==> config.mk <==
export PLATFORM = sky130hd
export DESIGN_NAME = mult_div_ctrl
export DESIGN_NICKNAME = d
export VERILOG_FILES = /design/src/rtl/mult_div_pkg.sv /design/src/rtl/md_iter_unit.sv /design/src/rtl/mult_div_ctrl.sv
export SDC_FILE = /design/constraint.sdc
export NUM_CORES = 1
export LEC_CHECK = 0
export CORE_ASPECT_RATIO = 0.6
export CORE_MARGIN = 2
export CORE_UTILIZATION = 42
export DETAILED_ROUTE_END_ITERATION = 6
export GPL_TIMING_DRIVEN = 0
export SKIP_CTS_REPAIR_TIMING = 1
export SYNTH_ARGS = -nofsm -noshare
export SYNTH_HDL_FRONTEND = slang
export SYNTH_SLANG_ARGS = --single-unit
==> constraint.sdc <==
create_clock -name clk -period 5.4 [get_ports clk]
set_input_delay 0.54 -clock clk [delete_from_list [all_inputs] [get_ports clk]]
set_output_delay 0.54 -clock clk [all_outputs]
set_load 0.005 [all_outputs]
==> src/rtl/mult_div_pkg.sv <==
// Shared types and constants for the mult/div sequencer.
package mult_div_pkg;

  localparam int unsigned DefWidth = 32;

  function automatic int unsigned cnt_width(input int unsigned w);
    return (w > 1) ? $clog2(w) : 1;
  endfunction

  localparam int unsigned CntWidth = cnt_width(DefWidth);

  typedef enum logic [1:0] {
    StIdle,
    StMult,
    StDiv,
    StFix
  } md_state_e;

endpackage

==> src/rtl/md_iter_unit.sv <==
// Radix-2 iteration datapath: one shift-add (multiply) or restore-subtract (divide) step per
// enable, over a 2*Width accumulator whose upper half is the partial product / remainder.
module md_iter_unit
  import mult_div_pkg::*;
#(
  parameter int unsigned Width = DefWidth
) (
  input  logic               clk_i,
  input  logic               rst_ni,
  input  logic               load_i,
  input  logic               step_i,
  input  logic               div_i,
  input  logic [Width-1:0]   op_a_i,
  input  logic [Width-1:0]   op_b_i,
  output logic [2*Width-1:0] acc_o
);

  logic [2*Width-1:0] acc_q, acc_d;
  logic [Width-1:0]   opb_q, opb_d;
  logic [Width-1:0]   hi_part;
  logic [Width-1:0]   rem_next;
  logic [Width:0]     add_sum;
  logic [Width:0]     sub_trial;

  assign hi_part = acc_q[2*Width-1:Width];
  assign acc_o   = acc_q;

  always_comb begin
    acc_d     = acc_q;
    opb_d     = opb_q;
    add_sum   = {1'b0, hi_part} + (acc_q[0] ? {1'b0, opb_q} : '0);
    // Trial subtract on the remainder shifted left by one; a borrow means restore.
    sub_trial = {hi_part, acc_q[Width-1]} - {1'b0, opb_q};
    rem_next  = sub_trial[Width] ? {hi_part[Width-2:0], acc_q[Width-1]} : sub_trial[Width-1:0];
    if (load_i) begin
      acc_d = {{Width{1'b0}}, op_a_i};
      opb_d = op_b_i;
    end else if (step_i) begin
      if (div_i) begin
        acc_d = {rem_next, acc_q[Width-2:0], ~sub_trial[Width]};
      end else begin
        acc_d = {add_sum, acc_q[Width-1:1]};
      end
    end
  end

  always_ff @(posedge clk_i or negedge rst_ni) begin
    if (!rst_ni) begin
      acc_q <= '0;
      opb_q <= '0;
    end else begin
      acc_q <= acc_d;
      opb_q <= opb_d;
    end
  end

endmodule

==> src/rtl/mult_div_ctrl.sv <==
// Multicycle sequencer for MIPS mult/div owning HI/LO.
// Optional MULT_DIV_UNSIGNED_EN adds is_unsigned for multu/divu.
module mult_div_ctrl
  import mult_div_pkg::*;
#(
  parameter int unsigned WIDTH = DefWidth
) (
  input  logic             clk,
  input  logic             reset,
  input  logic             start_mult,
  input  logic             start_div,
`ifdef MULT_DIV_UNSIGNED_EN
  input  logic             is_unsigned,
`endif
  input  logic [WIDTH-1:0] a_in,
  input  logic [WIDTH-1:0] b_in,
  output logic             busy,
  output logic             done,
  output logic             div_zero,
  output logic [WIDTH-1:0] hi_out,
  output logic [WIDTH-1:0] lo_out
);

  localparam int unsigned CntW = cnt_width(WIDTH);

  md_state_e          state_q, state_d;
  logic [CntW-1:0]    cnt_q, cnt_d;
  logic [WIDTH-1:0]   hi_q, hi_d, lo_q, lo_d;
  logic               done_q, done_d;
  logic               div_zero_q, div_zero_d;
  logic               neg_a_q, neg_a_d, neg_b_q, neg_b_d;
  logic               is_div_q, is_div_d;
  logic               signed_op;
  logic               neg_a_in, neg_b_in;
  logic [WIDTH-1:0]   mag_a, mag_b;
  logic               iter_load, iter_step;
  logic [2*WIDTH-1:0] acc;
  logic [2*WIDTH-1:0] prod_fix;
  logic [WIDTH-1:0]   quo_fix, rem_fix;

`ifdef MULT_DIV_UNSIGNED_EN
  assign signed_op = ~is_unsigned;
`else
  assign signed_op = 1'b1;
`endif

  assign neg_a_in = signed_op & a_in[WIDTH-1];
  assign neg_b_in = signed_op & b_in[WIDTH-1];
  assign mag_a    = neg_a_in ? -a_in : a_in;
  assign mag_b    = neg_b_in ? -b_in : b_in;

  // Quotient sign follows the operand signs, remainder follows the dividend.
  assign prod_fix = (neg_a_q ^ neg_b_q) ? -acc : acc;
  assign quo_fix  = (neg_a_q ^ neg_b_q) ? -acc[WIDTH-1:0] : acc[WIDTH-1:0];
  assign rem_fix  = neg_a_q ? -acc[2*WIDTH-1:WIDTH] : acc[2*WIDTH-1:WIDTH];

  always_comb begin
    state_d    = state_q;
    cnt_d      = cnt_q;
    hi_d       = hi_q;
    lo_d       = lo_q;
    done_d     = 1'b0;
    div_zero_d = div_zero_q;
    neg_a_d    = neg_a_q;
    neg_b_d    = neg_b_q;
    is_div_d   = is_div_q;
    iter_load  = 1'b0;
    iter_step  = 1'b0;
    unique case (state_q)
      StIdle: begin
        if (start_mult || start_div) begin
          div_zero_d = 1'b0;
          neg_a_d    = neg_a_in;
          neg_b_d    = neg_b_in;
          is_div_d   = ~start_mult;
          cnt_d      = '0;
          iter_load  = 1'b1;
          if (start_mult) begin
            state_d = StMult;
          end else if (b_in == '0) begin
            done_d     = 1'b1;
            div_zero_d = 1'b1;
          end else begin
            state_d = StDiv;
          end
        end
      end
      StMult, StDiv: begin
        iter_step = 1'b1;
        cnt_d     = cnt_q + 1'b1;
        if (cnt_q == CntW'(WIDTH - 1)) begin
          state_d = StFix;
          cnt_d   = '0;
        end
      end
      StFix: begin
        if (is_div_q) begin
          hi_d = rem_fix;
          lo_d = quo_fix;
        end else begin
          {hi_d, lo_d} = prod_fix;
        end
        done_d  = 1'b1;
        state_d = StIdle;
      end
      default: state_d = StIdle;
    endcase
  end

  always_ff @(posedge clk or negedge reset) begin
    if (!reset) begin
      state_q    <= StIdle;
      cnt_q      <= '0;
      hi_q       <= '0;
      lo_q       <= '0;
      done_q     <= 1'b0;
      div_zero_q <= 1'b0;
      neg_a_q    <= 1'b0;
      neg_b_q    <= 1'b0;
      is_div_q   <= 1'b0;
    end else begin
      state_q    <= state_d;
      cnt_q      <= cnt_d;
      hi_q       <= hi_d;
      lo_q       <= lo_d;
      done_q     <= done_d;
      div_zero_q <= div_zero_d;
      neg_a_q    <= neg_a_d;
      neg_b_q    <= neg_b_d;
      is_div_q   <= is_div_d;
    end
  end

  md_iter_unit #(
    .Width (WIDTH)
  ) u_iter (
    .clk_i  (clk),
    .rst_ni (reset),
    .load_i (iter_load),
    .step_i (iter_step),
    .div_i  (state_q == StDiv),
    .op_a_i (mag_a),
    .op_b_i (mag_b),
    .acc_o  (acc)
  );

  assign busy     = (state_q != StIdle);
  assign done     = done_q;
  assign div_zero = div_zero_q;
  assign hi_out   = hi_q;
  assign lo_out   = lo_q;

endmodule

# After elaboration in Yosys (flattened, before gate mapping)
# Cells that the tools add are included.
# totals
reg_bits,172
in_bits,68
out_inout_bits,67
wordCells,66
# classes
add_sub_neg,8
eq_ne,7
n_mux,27
n_bitwise,3
reduce_logical,10
# op_table
operator,n
$mux 32,8
$mux 64,4
$neg 32->32,4
$neg 64->64,1
$add 32x33->33,1
$sub 33x32->33,1
$logic_not 32->1,1
$mux 5,2
$pmux 5 s2,1
$mux 2,4
$mux 1,6
$pmux 2 s3,1
$reduce_bool 2->1,3
$add 5x1->5 const B,1
$eq 5x5->1 const B,1
$eq 2x2->1 const B,2
$ne 2x2->1 const B,2
$reduce_and 2->1,2
$ne 3x3->1 const B,1
$reduce_and 3->1,1
$eq 2x1->1 const B,1
$logic_not 2->1,1
$not 1->1,2
$pmux 1 s2,1
3 further kinds,3

# Logic depth before layout (Yosys ltp)
# Gate-level depths: netlist of the first run.
# logic_depth
word_depth,5
mapped_depth,14
depth_no_buf,13

# Cells and area by module
# A second synthesis of the first run with hierarchy kept.
# hier_totals
cells_unflattened,1786
area_unflattened_um2,14328.7
# modules_own_cells
mod,n_inst,cells_each,area_per_inst_um2
md_iter_unit,1,1025,8185.4
mult_div_ctrl,1,761,6143.4

# Worst setup path after synthesis of the first run
# Ideal clock, no wire load.
# synth_timing
path_kind,reg-to-reg
startpoint,"reg u_iter.acc_q[31], in the netlist u_iter.acc_o[31]"
endpoint,"reg u_iter.acc_q[35], in the netlist u_iter.acc_o[35]"
setup_ns,0.120
arrival_time_ns,3.420
path_slack_ns,1.860
path_stages_with_launch,15
n_path_buf,2
synth_period_minus_slack_ns,3.540
cell_sequence,dfrtp_1 inv_1 ha_1 fa_1 nor2b_1 o2111ai_1 a211oi_1 o31ai_1 o211a_1 xnor2_1 clkbuf_1 buf_1 mux2i_1 a21oi_1 a31o_2
# synth_between
elab_chain_cells,5
# synth_lines
element,line_no,rtl
from (decl),md_iter_unit.sv:18,"logic [2*Width-1:0] acc_q, acc_d;"
from (signal assigned),md_iter_unit.sv:49,acc_q <= '0;
from (signal assigned),md_iter_unit.sv:52,acc_q <= acc_d;
$sub 33x32->33,md_iter_unit.sv:33,"sub_trial = {hi_part, acc_q[Width-1]} - {1'b0, opb_q};"
$mux 32,md_iter_unit.sv:34,"rem_next = sub_trial[Width] ? {hi_part[Width-2:0], acc_q[Width-1]} : sub_trial[Width-1:0];"
$mux 64,md_iter_unit.sv:39,if (div_i) begin
$mux 64,md_iter_unit.sv:38,end else if (step_i) begin
$mux 64,md_iter_unit.sv:35,if (load_i) begin
# Every way passes these cells. The select of a mux whose other input is x is not followed.
# A chain may end at the register's enable or synchronous reset.

# Final worst setup path of the first run
# Ends and elaborated chain as after synthesis.

==> results of run 1 <==
-- layout make-up --
type                            instances  area [um2]  area share (%)
Multi-Input combinational cell       1405        9050            54.8
Sequential cell                       172        4300            26.1
Timing Repair Buffer                  136        1380            8.36
Tap cell                              450         563            3.41
Clock buffer                           17         425            2.58
Buffer                                 88         333            2.01
Inverter                               80         300            1.82
Clock inverter                         15         158           0.954
-- final timing paths --
path / end / startpoint / slack [ns]
min in group clk: u_iter.opb_q[31] / u_iter.opb_q[31] / 0.48
max in group asynchronous: state_q[0] / reset / 4.39
min: hi_out[18] / reset / -0.006
max: u_iter.acc_o[35] / u_iter.acc_o[31] / 0.24
max reg2reg: u_iter.acc_o[35] / u_iter.acc_o[31] / 0.24
min reg2reg: u_iter.opb_q[31] / u_iter.opb_q[31] / 0.48
-- synth_stat cells (11+ instances only) --
cell and instances:
xnor2_1 84, nand3_1 28, o211ai_1 46, o21ai_0 155, nand2b_1 12, dfrtp_1 172
clkbuf_1 72, nand2_1 183, o31ai_1 25, ha_1 73, o221ai_1 12, nand4_1 14
nor2b_1 15, nor2_1 191, or4_1 15, nor3_1 27, mux2i_1 46, a22oi_1 11
inv_1 80, a211oi_1 16, buf_1 15, xor2_1 90, o41ai_1 11, a21o_1 31
a21oi_1 147, mux2_2 14, a31oi_1 16, nor4_1 16
-- stage by stage --
step                      instances  hold slack, ns  setup TNS [ns]  worst slack, ns  util [%]
final                          2363        -0.00611               0            0.245      50.7
after global routing           2363          0.0320               0           0.0934      50.7
after CTS                      2362          0.0168               0           0.0281      50.6
after detailed placement       2330           0.468               0           0.0602      48.8
after global placement         2329           0.456         -637.89            -3.74      48.7
after floorplan                1745           0.244               0             1.86         -
-- logic make-up after synthesis --
| group | count (synthesis) | synth area share [%] |
|---|---|---|
| simple gates | 554 | 18.2 |
| xor+xnor | 174 | 10.9 |
| flops | 172 | 30.8 |
| fa+ha+maj | 75 | 6.82 |
| compound gates | 542 | 24.4 |
| mux | 60 | 4.42 |
| buf+inv | 168 | 4.52 |
-- critical path: stages (launching register included) --
cell,delay (ns)
dfrtp_1,0.59
inv_1,0.22
ha_1,0.29
fa_1,0.41
nor2b_1,0.19
o2111ai_1,0.21
a211oi_2,0.57
o31ai_1,0.31
o211a_1,0.33
xnor2_1,0.19
clkbuf_1,0.59
buf_1,0.55
mux2i_1,0.25
a21oi_1,0.09
a31o_2,0.25
-- sequential cells by signal, summed over array words and instances (netlist names), 2 cells and up --
register / cells
hi_out: 32
cnt_q: 5
u_iter.opb_q: 32
u_iter.acc_o: 64
lo_out: 32
state_q: 2
-- routing by layer --
metal | track usage [%] | vias to the layer above | wire [um]
met5 | 0 | - | 0
met4 | 4.78 | 0 | 429
met3 | 10.6 | 33 | 6050
met2 | 38.0 | 617 | 19500
met1 | 48.3 | 6859 | 26600
li1 | - | 6586 | -
-- power by group --
part | internal, mW | switching [mW] | leakage, nW | total (mW)
clock network | 0.654 | 0.621 | 0.288 | 1.28
logic | 3.27 | 5.34 | 4.66 | 8.61
registers | 1.92 | 0.783 | 2.07 | 2.70
-- cells in the final DEF, fill, tap and decap left out, types with 5 or more instances in the layout --
| cell | n |
|---|---|
| clkbuf_1 | 72 |
| xnor2_1 | 84 |
| a21o_1 | 31 |
| o21a_1 | 10 |
| nand4_1 | 14 |
| a211oi_1 | 15 |
| o21bai_1 | 9 |
| nor2_1 | 191 |
| xor2_1 | 90 |
| or4_1 | 15 |
| o21ai_0 | 155 |
| o22ai_1 | 5 |
| inv_1 | 80 |
| nor4_1 | 16 |
| a22oi_1 | 11 |
| a31oi_1 | 16 |
| o22a_1 | 5 |
| nand2b_1 | 12 |
| ha_1 | 73 |
| nand2_1 | 183 |
| and4_1 | 5 |
| o211ai_1 | 46 |
| o41ai_1 | 11 |
| mux2_2 | 14 |
| or3_1 | 10 |
| and3_1 | 10 |
| buf_1 | 14 |
| mux2i_1 | 46 |
| nor3_1 | 27 |
| nand3_1 | 28 |
| clkbuf_16 | 17 |
| clkdlybuf4s50_1 | 133 |
| nor2b_1 | 15 |
| a21oi_1 | 147 |
| dfrtp_1 | 172 |
| o221ai_1 | 12 |
| and2_1 | 8 |
| o31ai_1 | 25 |
==> results.json, run 1 <==
{
  "outcome": "finished with violations",
  "violations": "negative hold slack",
  "grt_overflow": 0,
  "p_total_mw": 12.6,
  "holdWs_ns": -0.00611,
  "async_reset_ff_share_pct": 100,
  "required_ns": 5.75,
  "ys_types": 72,
  "synth-seq-cells": 172,
  "insertion_delay_ns": 0.46,
  "antennaDiodeCount": 0,
  "synth_top_area_share_pct": 30.8,
  "relSlewSlack_pct": 22.5,
  "start_util_pct": 42.9,
  "port_buffers": 134,
  "drt_iter0_drc": 1501,
  "power_leakage_nw": 7.02,
  "coreArea_um2": 32600,
  "cts-root-buf": "clkbuf_16",
  "min_period_ns": 5.16,
  "synthTopCellsByArea": "dfrtp_1, ha_1, xor2_1",
  "path_max_fanout": 10,
  "yosysWarnings": 0,
  "cts.sinks": 172,
  "yosysTopAreaCell": "dfrtp_1",
  "fillers": 3228,
  "cts.clk_slew.worst_paths_ns": 0.08,
  "cp-start-kind": "register",
  "worstMarginPinSlew_ns": 1.16,
  "route.antenna.remaining_nets": 0,
  "drive_gt1_share_pct": 3.55,
  "worstSetupPathType": "reg2reg",
  "die_area_um2": 34800,
  "max_clock_freq_ghz": 0.194,
  "synth_edf_count": 0,
  "yosysSeqAreaShare_pct": 30.8,
  "postPlaceCellArea_um2": 15900,
  "p_per_area_nw_per_um2": 762,
  "drt-pass1-iter-count": 7,
  "via_per_inst": 5.96,
  "dieHeight_um": 145,
  "synth_fp_nets": 1888,
  "nNetsFinal": 2043,
  "grt_pass1_vias": 13100,
  "dp_hpwl_um": 42000,
  "dieWidth_um": 240,
  "rsz0062_at_grt": "false",
  "crit_arrival_ns": 5.51,
  "rr_worst_depth": 14,
  "fin_crit_sh_pct": 95.5,
  "hp-class": "in2async",
  "pin_count": 135,
  "setup_viol": 0,
  "cts.path.max_buffers": 2,
  "final_area_um2": 16500,
  "placementRows": 51,
  "synth_area_um2": 14000,
  "routedWlPerCell_um": 22.3,
  "grt.total_usage_pct": 30.1,
  "grt_pass1_wl_um": 79400,
  "vias": 14100,
  "synth_cells": 1745,
  "max-cap-violations": 0,
  "slew_viol_final": 0,
  "finalWirelength_um": 52600,
  "final_hold_viol_count": 2,
  "ctsHtreeMaxLevel": 4,
  "antenna_found_initial": 0,
  "cts_buffers": 17,
  "synth_ff_type": "dfrtp_1",
  "ir_drop_mv": 0.310,
  "globalplace.congestion": 0.962,
  "synth.avg_cell_area_um2": 8.01,
  "cts_tree": "yes",
  "critPathCaptureType": "register",
  "drc_errors": 0,
  "grt_max_degree": 111,
  "areaGrowthSynthToFinish_pct": 18.1,
  "skew_ns": 0.0124
}
Note: power is estimated with default switching activity, not from simulation.
==> inputs of run 2 (changes only) <==
Clock period 5.4 ns to 4.4 ns, I/O delays scaled along.
==> results.json, run 2 (synthesis gave the netlist of run 1 again) <==
{
  "setup_viol": 0,
  "min_from": "u_iter.opb_q[31]",
  "cts_tree": "yes",
  "drt-pass1-iter-count": 7,
  "crit_arrival_ns": 4.48,
  "worstSetupPathType": "reg2reg",
  "netSwitchingPower_mw": 8.27,
  "final_cell_mix": "nor2_1, nand2_1, dfrtp_1, o21ai_0, a21oi_1",
  "routedWlPerCell_um": 22.3,
  "required_ns": 4.70,
  "cts.clk_slew.worst_paths_ns": 0.08,
  "hp-class": "reg2reg",
  "grt_max_degree": 111,
  "largest_reg_flops": 64,
  "crit_buf_inv": 4,
  "rr_worst_depth": 15,
  "cts.path.max_buffers": 2,
  "final_util_pct": 50.8,
  "min_period_ns": 4.18,
  "pin_count": 135,
  "port_buffers": 134,
  "finalNonFillerCells": 2365,
  "postPlaceCellArea_um2": 15900,
  "globalplace.congestion": 0.962,
  "finalWirelength_um": 52700,
  "grt_pass1_vias": 13100,
  "vias": 14000,
  "placedCellCount": 2330,
  "combPwrFrac_pct": 68.5,
  "outcome": "complete, no violations",
  "p_seq_share_pct": 21.4,
  "coreArea_um2": 32600,
  "start_util_pct": 42.9,
  "via_per_inst": 5.92,
  "reg2reg_slack_ns": 0.22,
  "route.antenna.remaining_nets": 0,
  "dieWidth_um": 240,
  "final_hold_viol_count": 0,
  "die_area_um2": 34800,
  "cts_buffers": 17,
  "timing.rr.end": "u_iter.acc_o[54]",
  "grt_overflow": 0,
  "cts.sinks": 172,
  "relSlewSlack_pct": 25.1,
  "crit_chain": "inv_1 -> ha_1 -> fa_1 -> nor2b_1 -> o2111ai_1 -> a211oi_4 -> buf_4 -> o31ai_2 -> o211a_1 -> xnor2_1 -> clkbuf_4 -> clkbuf_4 -> nor2_1 -> a31oi_1 -> a31oi_1",
  "cts-root-buf": "clkbuf_16",
  "grt.total_usage_pct": 30.1,
  "areaGrowthSynthToFinish_pct": 18.4,
  "final_common_cell": "nor2_1",
  "rsz0062_at_grt": "false",
  "holdPathStages": 2,
  "dieHeight_um": 145,
  "insertion_delay_ns": 0.46,
  "whs_endpoint": "u_iter.opb_q[31]",
  "placementRows": 51,
  "critPathMaxStageDelay_ns": 0.49,
  "critPathCaptureType": "register",
  "drive_gt1_share_pct": 3.92,
  "internal_power_mw": 7.21,
  "switching_share_pct": 53.4,
  "worstMarginPinSlew_ns": 1.12,
  "ctsHtreeMaxLevel": 4,
  "skew_ns": 0.0112,
  "grt_pass1_wl_um": 79400,
  "critPathTopFamily": "compound AO/OA/AOI/OAI gates",
  "regToRegStartpoint": "u_iter.acc_o[31]",
  "slew_viol_final": 0,
  "nNetsFinal": 2045,
  "max_clock_freq_ghz": 0.239,
  "final_area_um2": 16600,
  "p_per_area_nw_per_um2": 935,
  "slowest_stage": "dfrtp_2",
  "path_max_fanout": 10,
  "antennaDiodeCount": 0,
  "max-cap-violations": 0,
  "power_leakage_nw": 7.04,
  "antenna_found_initial": 0,
  "fin_crit_sh_pct": 94.9,
  "ir_drop_mv": 0.379,
  "dp_hpwl_um": 42000,
  "drc_errors": 0,
  "cp-start-kind": "register",
  "drt_iter0_drc": 1361,
  "p_clk_share_pct": 10.1
}
-- run 2: cell types whose count changed in the layout (fill, tap and decap cells not counted), sizes merged --
cell,delta
buf,-1
dlygate4sd3,+1
clkbuf,+2
-- run 2: per-layer routing --
layer  up-vias  track usage [%]  share of wire [%]
li1       6588                -                  -
met2       600             38.0                 37
met4         0             4.78               0.93
met5         -                0                  0
met1      6767             48.3                 51
met3        44             10.6                 11
-- run 2: layout make-up --
class,instances,area [um2]
Tap cell,450,563
Clock inverter,15,158
Timing Repair Buffer,138,1400
Buffer,88,345
Clock buffer,17,425
Sequential cell,172,4310
Inverter,80,300
Multi-Input combinational cell,1405,9070
Fill cell,3223,16000
-- run 2: worst min-delay path: cells and delay by family, from the launching register on --
kind / cells / cell delay, ns
AOI/OAI and AO/OA: 1 / 0.05
DFF: 1 / 0.34
and+or+nand+nor: 1 / 0.05
-- run 2: power groups by stage --
stage / combinational, mW / clock [mW] / sequential (mW)
floorplan: 6.85 / 0 / 2.92
global placement: 10.2 / 0 / 3.26
detailed placement: 10.2 / 0 / 3.29
CTS: 10.3 / 1.58 / 3.26
global route: 11.5 / 1.64 / 3.38
finish: 10.6 / 1.56 / 3.31
-- run 2: worst max-delay path by stage --
stage | depth (start not counted) | start | end
after detailed placement | 14 | u_iter.acc_o[31] | u_iter.acc_o[54]
after global placement | 1 | reset | cnt_q[4]
after floorplan | 14 | u_iter.acc_o[31] | u_iter.acc_o[35]
final | 15 | u_iter.acc_o[31] | u_iter.acc_o[54]
after global routing | 15 | u_iter.acc_o[31] | u_iter.acc_o[54]
after CTS | 14 | u_iter.acc_o[31] | u_iter.acc_o[54]
-- run 2: metrics by stage --
stage	setup WS, ns	TNS (ns)	power (mW)	hold WS [ns]
6_report	0.223	0	15.5	0.477
3_3_place_gp	-4.64	-815.71	13.5	0.456
5_1_grt	0.0282	0	16.6	0.515
3_5_place_dp	-0.940	-21.90	13.5	0.411
2_1_floorplan	0.860	0	9.77	0.144
4_1_cts	-0.972	-23.05	15.1	-0.0832
==> inputs of run 3 (changes only) <==
Clock period 4.4 ns to 4.51 ns, I/O delays scaled along.
==> results.json, run 3 (synthesis gave the netlist of run 1 again) <==
{
  "grt_pass1_wl_um": 79400,
  "route.antenna.remaining_nets": 0,
  "slew_viol_final": 0,
  "areaGrowthSynthToFinish_pct": 18.4,
  "critPathCaptureType": "register",
  "drt_iter0_drc": 1466,
  "via_per_inst": 5.92,
  "critPathTopFamily": "compound AO/OA/AOI/OAI gates",
  "pin_count": 135,
  "grt_overflow": 0,
  "worstSetupPathType": "reg2reg",
  "dp_hpwl_um": 42000,
  "antennaDiodeCount": 0,
  "min_period_ns": 4.28,
  "finalWirelength_um": 52700,
  "cts.clk_slew.worst_paths_ns": 0.08,
  "nNetsFinal": 2045,
  "cp-endpoint": "u_iter.acc_o[54]",
  "dieHeight_um": 145,
  "timing.rr.end": "u_iter.acc_o[54]",
  "final_cell_mix": "nor2_1, nand2_1, dfrtp_1, o21ai_0, a21oi_1",
  "cts_buffers": 17,
  "fin_crit_sh_pct": 94.9,
  "drive_gt1_share_pct": 3.86,
  "pre_cts_ws_ns": -0.830,
  "die_area_um2": 34800,
  "final_common_cell": "nor2_1",
  "insertion_delay_ns": 0.46,
  "p_total_mw": 15.1,
  "antenna_found_initial": 0,
  "tns_ns": 0,
  "final_hold_viol_count": 0,
  "cts-root-buf": "clkbuf_16",
  "rr_worst_depth": 15,
  "max-cap-violations": 0,
  "vias": 14000,
  "skew_ns": 0.0124,
  "routedWlPerCell_um": 22.3,
  "power_leakage_nw": 7.03,
  "port_buffers": 134,
  "hp-class": "reg2reg",
  "cts_tree": "yes",
  "reg2reg_slack_ns": 0.23,
  "ctsHtreeMaxLevel": 4,
  "cp-start-kind": "register",
  "setup.worst_path.start": "u_iter.acc_o[31]",
  "grt_max_degree": 111,
  "placedCellCount": 2330,
  "finalNonFillerCells": 2365,
  "globalplace.congestion": 0.962,
  "path_max_fanout": 10,
  "worstMarginPinSlew_ns": 1.15,
  "outcome": "complete, no violations",
  "p_per_area_nw_per_um2": 912,
  "largest_reg_flops": 64,
  "cts.path.max_buffers": 2,
  "fin_ws_ns": 0.229,
  "slowest_stage": "dfrtp_2",
  "crit_chain": "inv_1 -> ha_1 -> fa_1 -> nor2b_1 -> o2111ai_1 -> a211oi_4 -> buf_4 -> o31ai_2 -> o211a_1 -> xnor2_1 -> clkbuf_2 -> clkbuf_4 -> nor2_1 -> a31oi_1 -> a31oi_1",
  "max_clock_freq_ghz": 0.234,
  "dieWidth_um": 240,
  "coreArea_um2": 32600,
  "crit_buf_inv": 4,
  "relSlewSlack_pct": 22.8,
  "setup_viol": 0,
  "ir_drop_mv": 0.372,
  "rsz0062_at_grt": "false",
  "grt.total_usage_pct": 30.1,
  "fillers": 3225,
  "crit_arrival_ns": 4.58,
  "cts.sinks": 172,
  "critPathMaxStageDelay_ns": 0.50,
  "placementRows": 51,
  "drt-pass1-iter-count": 5,
  "path_depth": 15,
  "cp_common_cell": "a31oi_1",
  "grt_pass1_vias": 13100,
  "drc_errors": 0,
  "required_ns": 4.81,
  "regToRegStartpoint": "u_iter.acc_o[31]",
  "start_util_pct": 42.9
}
## run 3: cell types whose count changed in the layout (fill, tap and decap cells not counted)
cell / change
buf_2: -1
clkbuf_4: -1
clkbuf_2: +1
clkbuf_1: +1
## run 3: final cells by class
class	count	area (um2)	area share (%)
tap	450	563	3.40
timing repair buffer	138	1400	8.45
multi-input combinational	1405	9070	54.8
inverter	80	300	1.81
clock inverter	15	158	0.952
clock buffer	17	425	2.57
buffer	88	342	2.06
sequential	172	4310	26.0
## run 3: worst min-delay path by stage
stage / startpoint / end / slack [ns] / cells past startpoint
floorplan: reset / cnt_q[0] / 0.16 / 0
global placement: u_iter.opb_q[31] / u_iter.opb_q[31] / 0.46 / 2
detailed placement: reset / hi_out[18] / 0.42 / 1
CTS: reset / hi_out[18] / -0.07 / 1
global route: u_iter.opb_q[20] / u_iter.opb_q[20] / 0.52 / 2
finish: u_iter.opb_q[31] / u_iter.opb_q[31] / 0.48 / 2
## run 3: worst min-delay path, cell delays in order (launching register included)
cell and delay (ns):
dfrtp_1 0.34, nand2_1 0.05, o41ai_1 0.05
## run 3: metal layers
layer  vias to the layer above  GRT usage (%)  share of wire [%]
li1                       6587              -                  -
met1                      6748           48.3                 50
met2                       626           38.0                 37
met3                        34           10.6                 12
met4                         0           4.78               0.85
met5                         -              0                  0
## run 3: through the flow
| step | hold slack (ns) | instance area, um2 | util [%] |
|---|---|---|---|
| 4_1_cts | -0.0722 | 16500 | 50.6 |
| 2_1_floorplan | 0.155 | 14000 | - |
| 3_5_place_dp | 0.422 | 15900 | 48.8 |
| 5_1_grt | 0.515 | 16600 | 50.8 |
| 6_report | 0.477 | 16600 | 50.8 |
| 3_3_place_gp | 0.456 | 15900 | 48.7 |
## run 3: power breakdown
part           internal (mW)  switching (mW)
sequential              2.30           0.934
combinational           3.94            6.40
clock                  0.784           0.742
total                   7.02            8.08
